<file path="src/rtl/uart_pkg.sv">
// uart_pkg: FSM states, parity modes and data-width codes shared by the configurable UART transmitter.
package uart_pkg;

    typedef enum logic [2:0] {
        IDLE,
        START,
        DATA,
        PARITY,
        STOP
    } state_t;

    localparam logic [1:0] PAR_NONE = 2'b00;
    localparam logic [1:0] PAR_EVEN = 2'b01;
    localparam logic [1:0] PAR_ODD  = 2'b10;

    localparam logic [1:0] DATA_BITS_5 = 2'b00;
    localparam logic [1:0] DATA_BITS_6 = 2'b01;
    localparam logic [1:0] DATA_BITS_7 = 2'b10;
    localparam logic [1:0] DATA_BITS_8 = 2'b11;

    // Index of the final data bit: code 00 sends bits 0..4, code 11 sends bits 0..7.
    function automatic logic [2:0] last_data_idx(input logic [1:0] code);
        return {1'b0, code} + 3'd4;
    endfunction

    // Code 11 is treated as no parity, like 00.
    function automatic logic parity_on(input logic [1:0] mode);
        return mode == PAR_EVEN || mode == PAR_ODD;
    endfunction

endpackage

</file>
<file path="src/rtl/uart_tx_fifo.sv">
// uart_tx_fifo: power-of-two FIFO with sticky overflow; a push into a full FIFO succeeds only alongside a pop.
module uart_tx_fifo #(
    parameter int DEPTH = 4,
    parameter int WIDTH = 8
) (
    input  logic             clk,
    input  logic             sync_reset,
    input  logic             push,
    input  logic [WIDTH-1:0] push_data,
    input  logic             pop,
    output logic [WIDTH-1:0] pop_data,
    output logic             full,
    output logic             empty,
    output logic             overflow
);

    localparam int AW = $clog2(DEPTH);

    logic [WIDTH-1:0] mem [DEPTH];
    logic [AW-1:0]    wr_ptr;
    logic [AW-1:0]    rd_ptr;
    logic [AW:0]      count;
    logic             do_push;
    logic             do_pop;

    assign full     = count == (AW+1)'(DEPTH);
    assign empty    = count == '0;
    assign do_pop   = pop && !empty;
    assign do_push  = push && (!full || do_pop);
    assign pop_data = mem[rd_ptr];

    always_ff @(posedge clk) begin
        if (!sync_reset && do_push)
            mem[wr_ptr] <= push_data;
    end

    // Pointers wrap naturally because DEPTH is a power of two.
    always_ff @(posedge clk) begin
        if (sync_reset) begin
            wr_ptr   <= '0;
            rd_ptr   <= '0;
            count    <= '0;
            overflow <= 1'b0;
        end else begin
            wr_ptr   <= wr_ptr + AW'(do_push);
            rd_ptr   <= rd_ptr + AW'(do_pop);
            count    <= count + (AW+1)'(do_push) - (AW+1)'(do_pop);
            overflow <= overflow | (push && !do_push);
        end
    end

endmodule

</file>
<file path="src/rtl/uart_tx_cfg.sv">
// uart_tx_cfg: FIFO-fed UART transmitter with per-frame latched data width, parity and stop-bit configuration.
module uart_tx_cfg
    import uart_pkg::*;
#(
    parameter int FIFO_DEPTH       = 4,
    parameter int BAUD_PERIOD_BITS = 16
) (
    input  logic                        clk,
    input  logic                        sync_reset,
    input  logic                        wr_en,
    input  logic [7:0]                  wr_data,
    input  logic [BAUD_PERIOD_BITS-1:0] baud_rate_period_m1,
    input  logic [1:0]                  cfg_data_bits,
    input  logic [1:0]                  cfg_parity,
    input  logic                        cfg_stop2,
    output logic                        fifo_full,
    output logic                        fifo_empty,
    output logic                        wr_overflow,
    output logic                        tx_active,
    output logic                        tx_done,
    output logic                        TXD
);

    state_t                      state;
    logic [BAUD_PERIOD_BITS-1:0] cnt;
    logic [2:0]                  bit_idx;
    logic [7:0]                  shreg;
    logic                        par_acc;
    logic [1:0]                  lat_bits;
    logic [1:0]                  lat_par;
    logic                        lat_stop2;
    logic                        stop_idx;
    logic [7:0]                  fifo_data;
    logic                        bit_end;
    logic                        frame_end;
    logic                        pop;

    assign bit_end   = cnt == baud_rate_period_m1;
    assign frame_end = state == STOP && bit_end && (!lat_stop2 || stop_idx);
    assign pop       = !fifo_empty && (state == IDLE || frame_end);

    uart_tx_fifo #(
        .DEPTH(FIFO_DEPTH),
        .WIDTH(8)
    ) u_fifo (
        .clk       (clk),
        .sync_reset(sync_reset),
        .push      (wr_en),
        .push_data (wr_data),
        .pop       (pop),
        .pop_data  (fifo_data),
        .full      (fifo_full),
        .empty     (fifo_empty),
        .overflow  (wr_overflow)
    );

    always_ff @(posedge clk) begin
        if (sync_reset) begin
            state     <= IDLE;
            cnt       <= '0;
            bit_idx   <= '0;
            shreg     <= '0;
            par_acc   <= 1'b0;
            lat_bits  <= '0;
            lat_par   <= '0;
            lat_stop2 <= 1'b0;
            stop_idx  <= 1'b0;
            TXD       <= 1'b1;
            tx_active <= 1'b0;
            tx_done   <= 1'b0;
        end else begin
            tx_done <= frame_end;
            cnt     <= (state == IDLE || bit_end) ? '0 : cnt + BAUD_PERIOD_BITS'(1);
            // A pop starts the next frame, either from IDLE or straight out of the last stop period.
            if (pop) begin
                state     <= START;
                TXD       <= 1'b0;
                tx_active <= 1'b1;
                shreg     <= fifo_data;
                lat_bits  <= cfg_data_bits;
                lat_par   <= cfg_parity;
                lat_stop2 <= cfg_stop2;
                bit_idx   <= '0;
                stop_idx  <= 1'b0;
                par_acc   <= 1'b0;
            end else if (bit_end) begin
                case (state)
                    START: begin
                        state   <= DATA;
                        TXD     <= shreg[0];
                        par_acc <= shreg[0];
                        shreg   <= shreg >> 1;
                    end
                    DATA: begin
                        if (bit_idx == last_data_idx(lat_bits)) begin
                            state <= parity_on(lat_par) ? PARITY : STOP;
                            TXD   <= parity_on(lat_par) ? par_acc ^ (lat_par == PAR_ODD) : 1'b1;
                        end else begin
                            bit_idx <= bit_idx + 3'd1;
                            TXD     <= shreg[0];
                            par_acc <= par_acc ^ shreg[0];
                            shreg   <= shreg >> 1;
                        end
                    end
                    PARITY: begin
                        state <= STOP;
                        TXD   <= 1'b1;
                    end
                    STOP: begin
                        if (frame_end) begin
                            state     <= IDLE;
                            tx_active <= 1'b0;
                        end else begin
                            stop_idx <= 1'b1;
                        end
                    end
                    default: ;
                endcase
            end
        end
    end

endmodule
</file>
<file path="config.mk">
export PLATFORM = sky130hd
export DESIGN_NAME = uart_tx_cfg
export DESIGN_NICKNAME = d
export VERILOG_FILES = /design/src/rtl/uart_pkg.sv /design/src/rtl/uart_tx_fifo.sv /design/src/rtl/uart_tx_cfg.sv
export SDC_FILE = /design/constraint.sdc
export NUM_CORES = 1
export LEC_CHECK = 0
export ABC_AREA = 1
export ABC_CLOCK_PERIOD_IN_PS = 2400
export CAP_MARGIN = 10
export CORE_UTILIZATION = 51
export CTS_BUF_LIST = sky130_fd_sc_hd__clkbuf_16
export DETAILED_ROUTE_END_ITERATION = 7
export GPL_TIMING_DRIVEN = 0
export PLACE_DENSITY = 0.74
export SLEW_MARGIN = 20
export SYNTH_ARGS = -nofsm -noshare
export SYNTH_HDL_FRONTEND = slang
export SYNTH_SLANG_ARGS = --single-unit
</file>
<file path="constraint.sdc">
create_clock -name clk -period 2.4 [get_ports clk]
set_input_delay 0.48 -clock clk [delete_from_list [all_inputs] [get_ports clk]]
set_output_delay 0.48 -clock clk [all_outputs]
set_load 0.01 [all_outputs]
</file>
[Yosys cells after proc, flatten, opt, wreduce, memory -nomap -nowiden]
Memories as Yosys holds them, arrays and structs flattened. A register that Yosys moved wholly into a read port is not among the register bits.
Cells that the tools add are included.
Word-level totals
  flip-flop bits (word level): 48
  latch bits: 0
  bits in writable memories: 32
  bits in read-only memories: 0
  bits of input ports: 32
  word-level logic and storage cells: 106
  memories: 1
Operators by class
  add/subtract/negate cells: 7
  multipliers: 0
  divide/modulo/power cells: 0
  order comparisons: 0
  eq/ne operators: 15
  shift-type cells: 0
  multiplexer cells: 24
  bitwise operators: 5
  reductions and logical operators: 37
Memories
  u_fifo.mem: words 4, width 8, rd ports 1, clocked after Yosys merged registers in 1, wr ports 1, line uart_tx_fifo.sv:19  | logic [WIDTH-1:0] mem [DEPTH];
Operator list (count)
  $mux W8: 3
  $add A16 B1 Y16 const B: 1
  $eq A16 B16 Y1: 1
  $pmux W8 S2: 1
  $reduce_and A3 Y1: 5
  $mux W1: 13
  $pmux W3 S4: 1
  $mux W3: 3
  $ne A3 B2 Y1 const B: 3
  $reduce_and A4 Y1: 2
  $reduce_bool A2 Y1: 4
  $reduce_bool A4 Y1: 2
  $logic_and A1 B1 Y1: 7
  $eq A3 B2 Y1 const B: 2
  $eq A3 B3 Y1 const B: 2
  $logic_not A3 Y1: 2
  $ne A2 B2 Y1 const B: 3
  $logic_not A1 Y1: 5
  $logic_or A1 B1 Y1: 5
  $reduce_bool A5 Y1: 1
  $add A2 B1 Y2: 2
  $reduce_or A2 Y1: 2
  $add A2 B3 Y3 const B: 1
  $add A3 B1 Y3: 1
  14 further kinds: 16

[Depth between registers and ports, before layout]
Gate-level depths: netlist (run 1).
  depth in word-level cells: 11
  mapped depth: 16
  mapped depth without buffers: 16

[Cells and area by module]
A second synthesis (run 1) with hierarchy kept.
Unflattened totals
  cells, all modules: 467
  area total of the unflattened synthesis: 3813.7 µm²
By module, submodules not included
  uart_tx_cfg: times used 1, cells each 331, area an instance 2200.9 µm², seq. area each 800.8 µm²
  uart_tx_fifo: times used 1, cells each 136, area an instance 1612.8 µm², seq. area each 1121.1 µm²

[Worst setup path before layout (run 1)]
OpenSTA, ideal clock, no wires.
  kind: reg-to-reg
  from: register u_fifo.count[2]
  to: register u_fifo.count[2]
  arrival time: 2.339 ns
  setup slack: -0.066 ns
  stages on the path, launching flop included: 11
  buffers on the path: 0
  path through: dfxtp_1 nor3_1 clkinv_1 nand2_4 inv_2 ha_1 inv_1 ha_1 fa_1 xnor2_1 nor2_1
On the way
  longest elaborated chain between the ends: 8
  elaborated cells between the ends (all ways): 10
  those cells by class: add/sub: 2; eq/ne: 1; reduce/logical: 7
Ends and longest elaborated chain
  from (decl): line uart_tx_fifo.sv:22  | logic [AW:0] count;
  from (signal assigned): line uart_tx_fifo.sv:47  | count <= count + (AW+1)'(do_push) - (AW+1)'(do_pop);
  $logic_not A3 Y1 (*): line uart_tx_fifo.sv:27  | assign empty = count == '0;
  net fifo_empty: line uart_tx_cfg.sv:17  | output logic fifo_empty,
  $logic_not A1 Y1 (*): line uart_tx_cfg.sv:40  | assign pop = !fifo_empty && (state == IDLE || frame_end);
  $logic_and A1 B1 Y1 (*): line uart_tx_cfg.sv:40
  net pop: line uart_tx_cfg.sv:36  | logic pop;
  $logic_and A1 B1 Y1 (*): line uart_tx_fifo.sv:28  | assign do_pop = pop && !empty;
  $logic_or A1 B1 Y1: line uart_tx_fifo.sv:29  | assign do_push = push && (!full || do_pop);
  $logic_and A1 B1 Y1: line uart_tx_fifo.sv:29
  $add A3 B1 Y3: line uart_tx_fifo.sv:47
  $sub A3 B1 Y3 (*): line uart_tx_fifo.sv:47
Mark *: on every way through the listed nets, which the timed path passes. The rest lies on a longest branch.
A chain may end at the register's enable or synchronous reset.

[Worst setup path in the final report (run 1)]
  from: input port baud_rate_period_m1[15]
  to: register u_fifo.count[1]
On the way
  longest elaborated chain between the ends: 10
Ends and longest elaborated chain
  from (decl): line uart_tx_cfg.sv:12  | input logic [BAUD_PERIOD_BITS-1:0] baud_rate_period_m1,
  $eq A16 B16 Y1 (*): line uart_tx_cfg.sv:38  | assign bit_end = cnt == baud_rate_period_m1;
  $logic_and A1 B1 Y1 (*) (2 in a row): line uart_tx_cfg.sv:39  | assign frame_end = state == STOP && bit_end && (!lat_stop2 || stop_idx);
  $logic_or A1 B1 Y1 (*): line uart_tx_cfg.sv:40
  $logic_and A1 B1 Y1 (*): line uart_tx_cfg.sv:40
  net pop: line uart_tx_cfg.sv:36
  $logic_and A1 B1 Y1 (*): line uart_tx_fifo.sv:28
  $logic_or A1 B1 Y1: line uart_tx_fifo.sv:29
  $logic_and A1 B1 Y1: line uart_tx_fifo.sv:29
  $add A3 B1 Y3: line uart_tx_fifo.sv:47
  $sub A3 B1 Y3 (*): line uart_tx_fifo.sv:47
Marked as above.

==> results of run 1 <==
[area by class of cell]
type                    count  share of cell area [%]
flip-flops and latches     80                    40.6
multi-input cells         315                    35.4
plain buffers              10                    1.28
repair buffers             47                    9.00
clock inverters             7                    1.60
inverters                  60                    4.87
clock buffers               9                    4.71
well taps                  99                    2.59
[what timing repair did]
| action | CTS | global route |
|---|---|---|
| endpoints found under the setup margin | 35 | 34 |
| resized for setup | 26 | 26 |
| setup buffers | 7 | 3 |
| pin swaps | 17 | 15 |
[routing by layer]
metal | routed length (um) | part of all wire [%]
met4 | 126 | 1.5
met3 | 374 | 4.6
met5 | 0 | 0
met1 | 3650 | 44
met2 | 4070 | 50
[flip-flops by register name, summed over array words and instances, names as in the netlist]
name             cells
TXD                  1
bit_idx              3
cnt                 16
lat_bits             2
lat_par              2
lat_stop2            1
par_acc              1
shreg                8
state                3
stop_idx             1
tx_active            1
tx_done              1
u_fifo.count         3
u_fifo.mem          32
u_fifo.overflow      1
u_fifo.rd_ptr        2
u_fifo.wr_ptr        2
[critical path: stages]
cell and delay [ps]:
dlygate4sd2_1 240, xor2_1 150, nor2_1 110, nand2_1 100, nor2_4 130, nand4_4 110
nand2_4 110, nand2_8 60, clkinv_4 60, ha_4 190, inv_1 50, ha_2 180
fa_2 440, inv_2 50, nor2_1 30
[where the power goes]
group | internal, mW | total (mW) | leakage [nW] | switching (mW)
logic | 0.669 | 1.59 | 1.14 | 0.919
clock network | 0.814 | 1.38 | 0.143 | 0.562
registers | 1.62 | 1.76 | 0.690 | 0.139
[cell usage after synthesis (2+ instances only)]
master / instances
a21oi_1: 25
a21oi_2: 3
a32o_1: 5
buf_6: 4
clkbuf_1: 6
clkinv_1: 2
dfxtp_1: 48
edfxtp_1: 32
ha_1: 7
inv_1: 53
inv_2: 4
nand2_1: 115
nand2_4: 2
nand3_1: 28
nand4_1: 10
nor2_1: 62
nor2_2: 3
nor3_1: 3
nor3b_1: 5
o21ai_0: 9
o21ai_1: 5
o22ai_1: 3
xnor2_1: 6
xor2_1: 11
[logic make-up after synthesis]
family / Yosys count / synth area share [%]
AOI/OAI and AO/OA: 56 / 8.83
xor gates and xnor gates: 17 / 3.86
adders and majority gates: 8 / 2.79
buffers and inverters: 71 / 7.76
DFF: 80 / 49.9
and+or+nand+nor: 234 / 26.9
[cells in the final DEF (no fill, tap or decap), types with 2 or more instances in the layout]
cell             Yosys  layout
a21oi_1             25      25
a21oi_2              3       3
a32o_1               5       5
buf_4                0      10
buf_6                4       3
clkbuf_1             6       6
clkbuf_16            0       9
clkdlybuf4s15_1      0       4
clkdlybuf4s50_1      0      21
clkinv_2             1       3
clkinvlp_4           0       2
dfxtp_1             48      35
dfxtp_2              0      12
dlygate4sd2_1        0      12
edfxtp_1            32      32
ha_1                 7       5
inv_1               53      50
inv_2                4       6
inv_6                0       3
nand2_1            115     114
nand3_1             28      28
nand4_1             10      10
nor2_1              62      58
nor2_2               3       6
nor2_4               1       2
nor3_1               3       2
nor3b_1              5       5
o21ai_0              9       9
o21ai_1              5       5
o22ai_1              3       3
xnor2_1              6       5
xor2_1              11      11
[path summary, 6_finish.rpt]
check / start / end / slack [ps] / cells past startpoint
hold / removal: cnt[0] / cnt[0] / 440 / 1
hold reg to reg: cnt[0] / cnt[0] / 440 / 1
setup reg to reg: cnt[0] / u_fifo.count[1] / 110 / 16
setup / recovery: baud_rate_period_m1[15] / u_fifo.count[1] / 110 / 15
==> impl_results.md, run 1 <==
- Worst endpoint data arrival time: 2500 ps
- Setup TNS: 0 ps
- Post-synth cell types: 39
- Initial antenna violation count: 0
- Seq/Total Area, Yosys: 49.9%
- Period utilisation layout: 95.4%
- Met3 Track Usage GR: 3.79%
- Top cells by area, synth: dfxtp_1 25%, edfxtp_1 25%, nand2_1 11%
- Total grt overflow: 0
- Max Fclk: 437 MHz
- HPWL Detailed: 5.51 mm
- Power Dens Cells: 988 mW/mm^2
- #FFs+latches synth: 80
- Routed Antenna Nets: 0
- Number of flops mapped to enable cells by yosys: 32
- Core Area: 0.00729 sq mm
- Critical path launch point type: primary input
- Post-layout util: 65.6%
- Row count: 31
- DR vias/cell: 5.14
- Leakage: 1.97 nW
- Clk pin slew, worst setup/hold paths: 60 ps
- Critical path type: primary input to flop
- Clk Latency, worst-skew pair: 330 ps
- Placed insts: 602
- Tmin final: 2290 ps
- Overall Power: 4.73 mW
- Worst setup margin: 109 ps
- CTS tree: built
- Num CTS Buffers: 9
- DRT Pass-1 Iters: 5
- CP max FO: 3
- GR Util met1: 27.6%
- VDD IR max: 0.000911 V
- H-Tree Level Count: 3
- Filler instances: 666
- Outcome: complete, no violations
- Iter 0 DRT Violations: 175
- Initial core utilization: 52.9%
- Layout net count: 563
- Ant. Diodes: 0
- Die Span Y: 88.9 um
- RD Place Congestion: 0.861
- WP data required: 2600 ps
- I/O pin count: 38
- First-pass GRT wire length: 13.4 mm
- Final Setup Violations: 0
- Syn Nets: 506
- Clock Skew: 8.21 ps
- Largest net degree at the start of global routing: 16
- Mean Syn Cell Area: 8.27 sq um
- Pins Over Slew Limit: 0
- DRC: 0
- Max Cap Viol: 0
- Async set-reset flop share out of synthesis: 0%
- Ys flop type: dfxtp_1
- Finished Layout Cells: 627
- Final hold violations: 0
- GR Util met2: 39.8%
- Routed len/inst: 13.1 um
- GR Util All Layers: 22.6%
- Multi-input gate area in the final layout: 0.00169 sq mm
- Clock Tree Buf Depth: 2
- Area share of the largest cell type after synthesis: 24.9%
- Area growth, synth to finish: 24.0%
- Hold crit path type: flop to flop
- WL final: 8.21 mm
- Ratio of cells with drive above 1 in the final layout: 14.4%
- Cell taking the most area after synthesis: dfxtp_1
- CTS Sinks: 80
- Vias: 3221
- CTS Root Cell: clkbuf_16
- Cts hold-fix bufs: 0
- Syn. warnings: 0
- Reg area: 0.00194 sq mm
- Die area: 0.00791 sq mm
- Cell area after layout: 0.00478 sq mm
- Dpl cell area: 0.00435 sq mm
- Die Wd: 88.9 um
- Least-Margin Pin Slew: 668 ps
- Post-Syn Area: 0.00385 sq mm
- Setup crit end kind: flop
- Headroom to the max-slew limit: 55.3%
- Hold WS: 444 ps
- Cells after Synth: 466
- Port bufs: 37
- Dpl ws: -836 ps
- Gr busiest metal: met2
- Vias in the first global route: 3054
(Power assumes the default switching activity.)
==> run 2, diff against run 1 <==
--- a/config.mk
+++ b/config.mk
@@ -7,7 +7,7 @@
 export LEC_CHECK = 0
 export ABC_AREA = 1
 export ABC_CLOCK_PERIOD_IN_PS = 2400
-export CAP_MARGIN = 10
+export CAP_MARGIN = 20
 export CORE_UTILIZATION = 51
 export CTS_BUF_LIST = sky130_fd_sc_hd__clkbuf_16
 export DETAILED_ROUTE_END_ITERATION = 7
==> results of run 2 <==
The final DEF is identical to that of run 1; final timing and power are the same.
